**config.mk**
```make
export PLATFORM = sky130hd
export DESIGN_NAME = axi_stream_monitor_flat
export DESIGN_NICKNAME = d
export VERILOG_FILES = /design/src/rtl/axi_stream_monitor_pkg.sv /design/src/rtl/axi_stream_monitor_if.sv /design/src/rtl/axi_stream_keep_check.sv /design/src/rtl/axi_stream_monitor.sv /design/src/flat_wrapper.sv
export VERILOG_INCLUDE_DIRS = /design/src /design/src/rtl
export SDC_FILE = /design/constraint.sdc
export NUM_CORES = 1
export LEC_CHECK = 0
export ABC_CLOCK_PERIOD_IN_PS = 13900
export CELL_PAD_IN_SITES_DETAIL_PLACEMENT = 1
export CELL_PAD_IN_SITES_GLOBAL_PLACEMENT = 1
export CORE_AREA = 5 5 135 137
export DETAILED_ROUTE_END_ITERATION = 12
export DIE_AREA = 0 0 140 142
export DONT_BUFFER_PORTS = 1
export GPL_ROUTABILITY_DRIVEN = 0
export HOLD_SLACK_MARGIN = 0.06
export PLACE_DENSITY_LB_ADDON = 0.1
export SYNTH_ARGS = -nofsm -noshare
export SYNTH_HDL_FRONTEND = slang
export SYNTH_SLANG_ARGS = --single-unit
```
**constraint.sdc**
```tcl
create_clock -name clk -period 13.9 [get_ports clk]
set_clock_uncertainty 0.1 [all_clocks]
set_input_delay 0 -clock clk [delete_from_list [all_inputs] [get_ports clk]]
set_output_delay 0 -clock clk [all_outputs]
set_load 0.02 [all_outputs]
```
**src/rtl/axi_stream_monitor_defs.vh**
```
// Shared definitions for the AXI4-stream monitor.
// Bit positions of the sticky violation flags and the flag vector width.
`ifndef AXI_STREAM_MONITOR_DEFS_VH
`define AXI_STREAM_MONITOR_DEFS_VH

localparam int ERR_VALID_WITHDRAW = 0;
localparam int ERR_PAYLOAD_CHANGE = 1;
localparam int ERR_READY_WITHDRAW = 2;
localparam int ERR_NOT_PACKED     = 3;
localparam int ERR_PKT_TOO_LONG   = 4;
localparam int ERR_STALL_TIMEOUT  = 5;
localparam int ERR_W              = 6;

`endif

```
**src/rtl/axi_stream_monitor_pkg.sv**
```systemverilog
// Package for the AXI4-stream monitor.
// Pulls in the shared flag definitions, declares the packet-tracking state
// type and a priority encoder that turns a flag vector into a first-error code.
package axi_stream_monitor_pkg;

`include "axi_stream_monitor_defs.vh"

    typedef enum logic {
        ST_IDLE   = 1'b0,
        ST_IN_PKT = 1'b1
    } pkt_state_e;

    // Lowest set flag index plus one; 0 when no flag is set.
    function automatic logic [2:0] first_err_code(input logic [ERR_W-1:0] e);
        first_err_code = 3'd0;
        for (int i = ERR_W - 1; i >= 0; i--) begin
            if (e[i]) first_err_code = 3'(i + 1);
        end
    endfunction

endpackage

```
**src/rtl/axi_stream_monitor_if.sv**
```systemverilog
// AXI4-stream bundle.
// Signals: tvalid, tready, tdata (8*BW), tkeep (BW), tlast.
// Modports: master drives the payload, slave drives tready, monitor only
// observes everything.
interface axi_stream_monitor_if #(
    parameter int BW = 4
) ();
    logic              tvalid;
    logic              tready;
    logic [8*BW-1:0]   tdata;
    logic [BW-1:0]     tkeep;
    logic              tlast;

    modport master  (output tvalid, tdata, tkeep, tlast, input tready);
    modport slave   (input tvalid, tdata, tkeep, tlast, output tready);
    modport monitor (input tvalid, tready, tdata, tkeep, tlast);
endinterface

```
**src/rtl/axi_stream_keep_check.sv**
```systemverilog
// Combinational tkeep analysis shared by the byte counter and packing check.
// Ports:
//   tkeep     in  BW    byte-keep of the current beat
//   tlast     in  1     last flag of the current beat
//   popcount  out PC_W  number of set tkeep bits
//   packed_ok out 1     non-last beat: all ones; last beat: non-zero and
//                       contiguous from bit 0
module axi_stream_keep_check #(
    parameter int BW   = 4,
    parameter int PC_W = $clog2(BW + 1)
) (
    input  logic [BW-1:0]   tkeep,
    input  logic            tlast,
    output logic [PC_W-1:0] popcount,
    output logic            packed_ok
);
    logic [BW-1:0] keep_inc;
    logic          contiguous;

    always_comb begin
        popcount = '0;
        for (int i = 0; i < BW; i++) begin
            popcount = popcount + PC_W'(tkeep[i]);
        end
        // A mask of the form 0..01..1 plus one has no bit in common with itself.
        keep_inc   = tkeep + BW'(1);
        contiguous = ((tkeep & keep_inc) == '0);
        packed_ok  = tlast ? ((tkeep != '0) && contiguous) : (tkeep == '1);
    end
endmodule

```
**src/rtl/axi_stream_monitor.sv**
```systemverilog
// Passive AXI4-stream protocol monitor.
// Taps one stream and latches protocol violations into sticky flags with
// first-error capture, and keeps saturating beat/packet/byte statistics.
// Ports:
//   clk, rst        clock, asynchronous active-high reset
//   clear           synchronous clear of flags, capture, counters, packet state
//   s               tapped stream (monitor modport, observe only)
//   err_flags       sticky violation flags (see axi_stream_monitor_defs.vh)
//   err_any         registered OR of err_flags
//   err_first_code  first flag index plus 1, 0 while no error
//   err_first_beat  beat_cnt at the moment the first error latched
//   beat_cnt        handshaked beats
//   pkt_cnt         handshaked beats with tlast
//   byte_cnt        sum of tkeep popcounts over handshaked beats
module axi_stream_monitor
    import axi_stream_monitor_pkg::*;
#(
    parameter int BW                 = 4,
    parameter int CHECK_SLAVE_STABLE = 0,
    parameter int CHECK_PACKED       = 1,
    parameter int MAX_PKT_BEATS      = 0,
    parameter int STALL_LIMIT        = 0,
    parameter int CNT_W              = 32
) (
    input  logic             clk,
    input  logic             rst,
    input  logic             clear,
    axi_stream_monitor_if.monitor s,
    output logic [ERR_W-1:0] err_flags,
    output logic             err_any,
    output logic [2:0]       err_first_code,
    output logic [CNT_W-1:0] err_first_beat,
    output logic [CNT_W-1:0] beat_cnt,
    output logic [CNT_W-1:0] pkt_cnt,
    output logic [CNT_W-1:0] byte_cnt
);
    localparam int PC_W = $clog2(BW + 1);
    localparam int PB_W = (MAX_PKT_BEATS > 0) ? $clog2(MAX_PKT_BEATS + 2) : 1;
    localparam int SC_W = (STALL_LIMIT > 0) ? $clog2(STALL_LIMIT + 1) : 1;
    localparam logic [PB_W-1:0] PB_SAT = PB_W'(MAX_PKT_BEATS + 1);
    localparam logic [SC_W-1:0] SC_SAT = SC_W'(STALL_LIMIT);

    function automatic logic [CNT_W-1:0] sat_add(input logic [CNT_W-1:0] a,
                                                 input logic [CNT_W-1:0] b);
        logic [CNT_W:0] sum;
        sum = {1'b0, a} + {1'b0, b};
        return sum[CNT_W] ? '1 : sum[CNT_W-1:0];
    endfunction

    // Prior-sample registers: only rst touches these, so a stall that
    // straddles clear is still checked for stability.
    logic            prev_tvalid_q, prev_tready_q, prev_tlast_q;
    logic [8*BW-1:0] prev_tdata_q;
    logic [BW-1:0]   prev_tkeep_q;

    pkt_state_e      state_q, state_d;
    logic [PB_W-1:0] pkt_beats_q, pkt_beats_d;
    logic [SC_W-1:0] stall_cnt_q, stall_cnt_d;

    logic [ERR_W-1:0] err_flags_q, err_flags_d;
    logic             err_any_q, err_any_d;
    logic [2:0]       err_first_code_q, err_first_code_d;
    logic [CNT_W-1:0] err_first_beat_q, err_first_beat_d;
    logic [CNT_W-1:0] beat_cnt_q, beat_cnt_d;
    logic [CNT_W-1:0] pkt_cnt_q, pkt_cnt_d;
    logic [CNT_W-1:0] byte_cnt_q, byte_cnt_d;

    logic             hs, stall, packed_ok;
    logic [PC_W-1:0]  popcount;
    logic [ERR_W-1:0] err_now;

    axi_stream_keep_check #(
        .BW   (BW),
        .PC_W (PC_W)
    ) u_keep_check (
        .tkeep     (s.tkeep),
        .tlast     (s.tlast),
        .popcount  (popcount),
        .packed_ok (packed_ok)
    );

    // Violation detection for the current sample
    always_comb begin
        hs      = s.tvalid & s.tready;
        stall   = s.tvalid & ~s.tready;
        err_now = '0;
        err_now[ERR_VALID_WITHDRAW] = prev_tvalid_q & ~prev_tready_q & ~s.tvalid;
        err_now[ERR_PAYLOAD_CHANGE] = prev_tvalid_q & ~prev_tready_q & s.tvalid &
                                      ((s.tdata != prev_tdata_q) |
                                       (s.tkeep != prev_tkeep_q) |
                                       (s.tlast != prev_tlast_q));
        err_now[ERR_READY_WITHDRAW] = (CHECK_SLAVE_STABLE != 0) & prev_tready_q &
                                      ~prev_tvalid_q & ~s.tready;
        err_now[ERR_NOT_PACKED]     = (CHECK_PACKED != 0) & s.tvalid & ~packed_ok;
        // pkt_beats saturates one past the limit, so this matches only once per packet.
        err_now[ERR_PKT_TOO_LONG]   = (MAX_PKT_BEATS != 0) & hs &
                                      (pkt_beats_q == PB_W'(MAX_PKT_BEATS));
        err_now[ERR_STALL_TIMEOUT]  = (STALL_LIMIT != 0) & stall &
                                      (stall_cnt_q == SC_W'(STALL_LIMIT - 1));
    end

    // Packet tracking FSM
    always_comb begin
        state_d     = state_q;
        pkt_beats_d = pkt_beats_q;
        if (clear) begin
            state_d     = ST_IDLE;
            pkt_beats_d = '0;
        end else if (hs) begin
            case (state_q)
                ST_IDLE: begin
                    if (!s.tlast) begin
                        state_d     = ST_IN_PKT;
                        pkt_beats_d = PB_W'(1);
                    end
                end
                ST_IN_PKT: begin
                    if (s.tlast) begin
                        state_d     = ST_IDLE;
                        pkt_beats_d = '0;
                    end else if (pkt_beats_q != PB_SAT) begin
                        pkt_beats_d = pkt_beats_q + PB_W'(1);
                    end
                end
                default: begin
                    state_d     = ST_IDLE;
                    pkt_beats_d = '0;
                end
            endcase
        end
    end

    // Stall counter, flags, first-error capture and statistics
    always_comb begin
        stall_cnt_d      = '0;
        err_flags_d      = '0;
        err_first_code_d = err_first_code_q;
        err_first_beat_d = err_first_beat_q;
        beat_cnt_d       = beat_cnt_q;
        pkt_cnt_d        = pkt_cnt_q;
        byte_cnt_d       = byte_cnt_q;
        if (clear) begin
            err_first_code_d = '0;
            err_first_beat_d = '0;
            beat_cnt_d       = '0;
            pkt_cnt_d        = '0;
            byte_cnt_d       = '0;
        end else begin
            if (stall) begin
                stall_cnt_d = (stall_cnt_q == SC_SAT) ? stall_cnt_q : stall_cnt_q + SC_W'(1);
            end
            err_flags_d = err_flags_q | err_now;
            if ((err_first_code_q == 3'd0) && (err_now != '0)) begin
                err_first_code_d = first_err_code(err_now);
                err_first_beat_d = beat_cnt_q;
            end
            if (hs) begin
                beat_cnt_d = sat_add(beat_cnt_q, CNT_W'(1));
                byte_cnt_d = sat_add(byte_cnt_q, CNT_W'(popcount));
                if (s.tlast) pkt_cnt_d = sat_add(pkt_cnt_q, CNT_W'(1));
            end
        end
        err_any_d = |err_flags_d;
    end

    always_ff @(posedge clk or posedge rst) begin
        if (rst) begin
            prev_tvalid_q    <= 1'b0;
            prev_tready_q    <= 1'b0;
            prev_tlast_q     <= 1'b0;
            prev_tdata_q     <= '0;
            prev_tkeep_q     <= '0;
            state_q          <= ST_IDLE;
            pkt_beats_q      <= '0;
            stall_cnt_q      <= '0;
            err_flags_q      <= '0;
            err_any_q        <= 1'b0;
            err_first_code_q <= '0;
            err_first_beat_q <= '0;
            beat_cnt_q       <= '0;
            pkt_cnt_q        <= '0;
            byte_cnt_q       <= '0;
        end else begin
            prev_tvalid_q    <= s.tvalid;
            prev_tready_q    <= s.tready;
            prev_tlast_q     <= s.tlast;
            prev_tdata_q     <= s.tdata;
            prev_tkeep_q     <= s.tkeep;
            state_q          <= state_d;
            pkt_beats_q      <= pkt_beats_d;
            stall_cnt_q      <= stall_cnt_d;
            err_flags_q      <= err_flags_d;
            err_any_q        <= err_any_d;
            err_first_code_q <= err_first_code_d;
            err_first_beat_q <= err_first_beat_d;
            beat_cnt_q       <= beat_cnt_d;
            pkt_cnt_q        <= pkt_cnt_d;
            byte_cnt_q       <= byte_cnt_d;
        end
    end

    assign err_flags      = err_flags_q;
    assign err_any        = err_any_q;
    assign err_first_code = err_first_code_q;
    assign err_first_beat = err_first_beat_q;
    assign beat_cnt       = beat_cnt_q;
    assign pkt_cnt        = pkt_cnt_q;
    assign byte_cnt       = byte_cnt_q;
endmodule

```
**src/flat_wrapper.sv**
```systemverilog
// flat-port wrapper written by rule: the top's interface ports become plain ports
module axi_stream_monitor_flat import axi_stream_monitor_pkg::*;
#(
    parameter int BW                 = 4,
    parameter int CHECK_SLAVE_STABLE = 0,
    parameter int CHECK_PACKED       = 1,
    parameter int MAX_PKT_BEATS      = 0,
    parameter int STALL_LIMIT        = 0,
    parameter int CNT_W              = 32
)
  (clk, rst, clear, err_flags, err_any, err_first_code, err_first_beat, beat_cnt, pkt_cnt, byte_cnt, s_tvalid, s_tready, s_tdata, s_tkeep, s_tlast);
  axi_stream_monitor_if #(.BW(BW)) s_i ();
  input  logic clk;
  input  logic rst;
  input  logic clear;
  output logic [ERR_W-1:0] err_flags;
  output logic err_any;
  output logic [2:0] err_first_code;
  output logic [CNT_W-1:0] err_first_beat;
  output logic [CNT_W-1:0] beat_cnt;
  output logic [CNT_W-1:0] pkt_cnt;
  output logic [CNT_W-1:0] byte_cnt;
  input wire logic [$bits(s_i.tvalid)-1:0] s_tvalid;
  input wire logic [$bits(s_i.tready)-1:0] s_tready;
  input wire logic [$bits(s_i.tdata)-1:0] s_tdata;
  input wire logic [$bits(s_i.tkeep)-1:0] s_tkeep;
  input wire logic [$bits(s_i.tlast)-1:0] s_tlast;
  assign s_i.tvalid = s_tvalid;
  assign s_i.tready = s_tready;
  assign s_i.tdata = s_tdata;
  assign s_i.tkeep = s_tkeep;
  assign s_i.tlast = s_tlast;
  axi_stream_monitor #(.BW(BW), .CHECK_SLAVE_STABLE(CHECK_SLAVE_STABLE), .CHECK_PACKED(CHECK_PACKED), .MAX_PKT_BEATS(MAX_PKT_BEATS), .STALL_LIMIT(STALL_LIMIT), .CNT_W(CNT_W)) u_core (.clk(clk), .rst(rst), .clear(clear), .s(s_i), .err_flags(err_flags), .err_any(err_any), .err_first_code(err_first_code), .err_first_beat(err_first_beat), .beat_cnt(beat_cnt), .pkt_cnt(pkt_cnt), .byte_cnt(byte_cnt));
endmodule
```
==> metrics.md <==
| Metric | Value |
|---|---|
| Number of global-route vias before repair | `roughly 8100` |
| Overflow left after global routing | `0` |
| Number of design rule violations left after detail routing | `0` |
| Final critical-path setup slack | `10310 ps` |
| Routed WL per cell | `between 20 and 25 um` |
| Adder and majority cell fraction of the synthesized area | `around 1.6%` |
| Count of input and output buffers | `0` |
| Post-cts sizing count | `0` |
| Full die area | `around 20000 sq um` |
| Proportion of register bits with asynchronous set or reset after synthesis | `between 90% and 100%` |
| Die Y-Extent | `142 um` |
| Area delta synth->final | `16.1%` |
| # clock sinks | `between 150 and 200` |
| Finish-stage setup viols | `0` |
| Clock edge transition at the registers on the reported setup and hold paths | `90 ps` |
| Sequential fraction of the synthesis area | `51.3%` |
| GRT Total Usage | `between 20% and 30%` |
| Count of cells along the worst register-to-register path | `8` |
| Total CTS buffers | `17` |
| Worst VDD drop | `approximately 0.00009 V` |
| Area of the core region | `between 15000 and 20000 sq um` |
| Count of different cell masters after synthesis | `64` |
| EDFF count, synth | `0` |
| Unrepaired setup endpoints after global routing | `no` |
| Kind of capture point of the worst setup path | `flop` |
| Start point of the critical path | `u_core.pkt_cnt[1]` |
| Starting Density | `50.9%` |
| Net count of the mapped netlist | `around 930` |
| Floorplan die width | `approximately 140 um` |
| Synthesized instance count | `roughly 900` |
| Number of search-and-repair iterations in the first detailed-routing pass | `5` |
| Max cap viols | `0` |
| Post-detailed-route count of antenna-violating nets | `0` |
| Top-level I/O count | `180` |
| Minimum clock period | `between 3000 and 4000 ps` |
| Total met3 wirelength after detailed routing | `approximately 1.8 mm` |
| Compound-cell area share of the yosys netlist | `between 10 and 15%` |
| Classification of the worst setup path | `flop to flop` |
| Post-synthesis share of cell area spent on xor and xnor gates | `approximately 4.0%` |
| Maximum number of buffers from clock root to sink | `2` |
| Number of H-tree levels | `4` |
| Post-place instance area | `~9000 sq um` |
| Uppermost layer routed | `met4` |
| Non-filler instance count after layout | `roughly 1200` |
| Post-Place Worst Slack | `between 10000 and 15000 ps` |
| Count of final max-slew check failures | `0` |
| Status | `completed` |
| Reg2reg end | `u_core.pkt_cnt[28]` |
| Routed met2 length | `roughly 15 mm` |
| Static leakage | `approximately 4.1 nW` |
| Critical Path Start Type | `flop` |
| Detailed Route WL | `approximately 28 mm` |
| Total placed cells including tap cells | `roughly 1100` |
| Pin count of the biggest net entering global routing | `slightly above 100` |
| Largest family of logic cells by synthesized area | `simple AND/OR/NAND/NOR gates` |
| Sum of net half-perimeters after detailed placement | `17.2 mm` |
| Fraction of synthesized area in multiplexers | `under 10%` |
| Commonest non-fill, non-tap cell in the layout | `dfrtp_1` |
| Total Power Consumption | `between 1 and 1.5 mW` |
| Worst-case headroom to the max-slew limit | `23.5%` |
| Critical path required time | `roughly 14000 ps` |
| Proportion of layout cells with a drive suffix above 1 | `~6.3%` |
| Pin slew with the least headroom to its limit | `1150 ps` |
| First-pass GRT wire length | `roughly 46 mm` |
| NumNets Final | `a little under 1000` |
| Power density of the placed cells | `110 nW/um^2` |
| Fraction of the mapped netlist area in simple logic gates | `23.1%` |
| Beginning of the worst hold path | `s_tdata[21]` |
| Via total after detailed routing | `7373` |
| Reg-to-reg setup timing slack | `approximately 10000 ps` |
| Worst R2R Start | `u_core.pkt_cnt[1]` |
| Violation count after the first detailed-routing iteration | `between 400 and 500` |
| Endpoint of the worst setup timing path | `u_core.pkt_cnt[28]` |
| CP arrival | `approximately 3800 ps` |
| Clock root buffer | `clkbuf_16` |
| Top_reg_cell synth | `dfrtp_1` |
| CTS tree | `done` |
| Netlist area before placement | `about 8600 sq um` |
| Number of antenna violations at the first check in global routing | `0` |
| Average cell area after synthesis | `around 9.9 sq um` |
| Hold WC Path Type | `input pin to flop` |
| M1 WL | `10.9 mm` |
| Count of buffers added by post-CTS timing repair for setup | `0` |
| Cell depth of the worst hold path | `5` |
| Peak Freq | `roughly 0.28 GHz` |
| Critical path peak fanout | `8` |
| Final number of hold-violating endpoints | `0` |
| Most frequent cells in the layout | `dfrtp_1, nand2_1, nor2_1` |
| Total non-filler cell area in the finished layout | `between 10000 and 15000 sq um` |
| Via density per instance | `approximately 6.4` |
| Antenna diode instance count | `0` |
| Count of yosys warnings during synthesis | `0` |
| Quantity of hold-fixing buffers added after cts | `65` |
| Num rows | `between 40 and 50` |
| Later-pin clock latency in the skew report | `450 ps` |
| Setup Total Neg Slack | `0 ps` |
| Post-synthesis register bit count | `around 180` |
| Share of the clock period used by the worst path | `between 20% and 30%` |
per-layer routing:
metal / up-vias / global-route usage [%]
li1: 3296 / -
met1: 3796 / 33.9
met2: 222 / 51.6
met3: 59 / 7.12
met4: 0 / 11.6
met5: - / 0
report_power, final:
group	internal (mW)	switching, mW
Sequential	0.523	0.0130
Combinational	0.0342	0.0510
Clock	0.244	0.239
Total	0.802	0.303
through the flow:
stage | util, % | hold slack [ps]
floorplan | - | -68.6
global placement | 51.7 | -68.4
detailed placement | 51.7 | -68.5
CTS | 59.1 | 61.3
global route | 59.1 | 64.5
finish | 59.1 | 44.4
synth_stat cells, types with 4 or more instances:
| cell type | number | share of area, % |
|---|---|---|
| dfrtp_1 | 177 | 51 |
| nand2_1 | 98 | 4.3 |
| nor2_1 | 74 | 3.2 |
| nor3_1 | 44 | 2.6 |
| a21oi_1 | 42 | 2.4 |
| mux2i_1 | 37 | 4.3 |
| nand3_1 | 37 | 2.1 |
| clkbuf_1 | 34 | 1.5 |
| and3_1 | 30 | 2.2 |
| nand4_1 | 30 | 2.2 |
| o21ai_0 | 30 | 1.7 |
| xnor2_1 | 30 | 3.0 |
| a31oi_1 | 26 | 1.9 |
| a311oi_1 | 19 | 1.9 |
| inv_1 | 19 | 0.83 |
| a211oi_1 | 17 | 1.5 |
| and4_1 | 15 | 1.5 |
| nor4_1 | 15 | 1.1 |
| xor2_1 | 9 | 0.91 |
| and2_1 | 8 | 0.58 |
| a41oi_1 | 6 | 0.61 |
| buf_2 | 6 | 0.35 |
| ha_1 | 6 | 0.87 |
| nor2b_1 | 6 | 0.44 |
| nor3b_1 | 4 | 0.35 |
| o211a_1 | 4 | 0.46 |
| or3_1 | 4 | 0.29 |
flip-flops by register name, indices dropped and copies added (netlist names):
signal	count
u_core.err_any	1
u_core.prev_tlast_q	1
u_core.err_first_code	3
u_core.err_flags	6
u_core.beat_cnt	32
u_core.byte_cnt	32
u_core.err_first_beat	32
u_core.prev_tvalid_q	1
u_core.prev_tready_q	1
u_core.prev_tdata_q	32
u_core.prev_tkeep_q	4
u_core.pkt_cnt	32
cell families after synthesis:
logic type,count (synthesis)
simple gates,384
mux,37
buf+inv,63
fa+ha+maj,9
flops,177
xor+xnor,39
compound gates,166
critical path, cell delays in order, from the launching register on:
cell	delay, ps
dfrtp_1	540
ha_1	290
nand4_1	220
nor3_1	920
and3_1	450
nand4_1	150
mux2i_1	180
nor2_1	50
dlygate4sd3_1	570
final cells by class:
| cell class | instances | area (sq um) |
|---|---|---|
| multi-input cells | 635 | 3950 |
| clock inverters | 14 | 146 |
| inverters | 20 | 80.1 |
| flip-flops and latches | 177 | 4430 |
| fillers | 1844 | 6920 |
| repair buffers | 68 | 691 |
| clock buffers | 18 | 439 |
| well taps | 225 | 282 |
how the worst min path moves through the flow:
| stage | end | slack, ps |
|---|---|---|
| 5_1_grt | u_core.prev_tdata_q[13] | 60 |
| 2_1_floorplan | u_core.prev_tdata_q[0] | -70 |
| 3_3_place_gp | u_core.prev_tdata_q[2] | -70 |
| 4_1_cts | u_core.err_flags[1] | 60 |
| 6_report | u_core.err_flags[1] | 40 |
| 3_5_place_dp | u_core.prev_tdata_q[6] | -70 |
(Power assumes the default switching activity.)
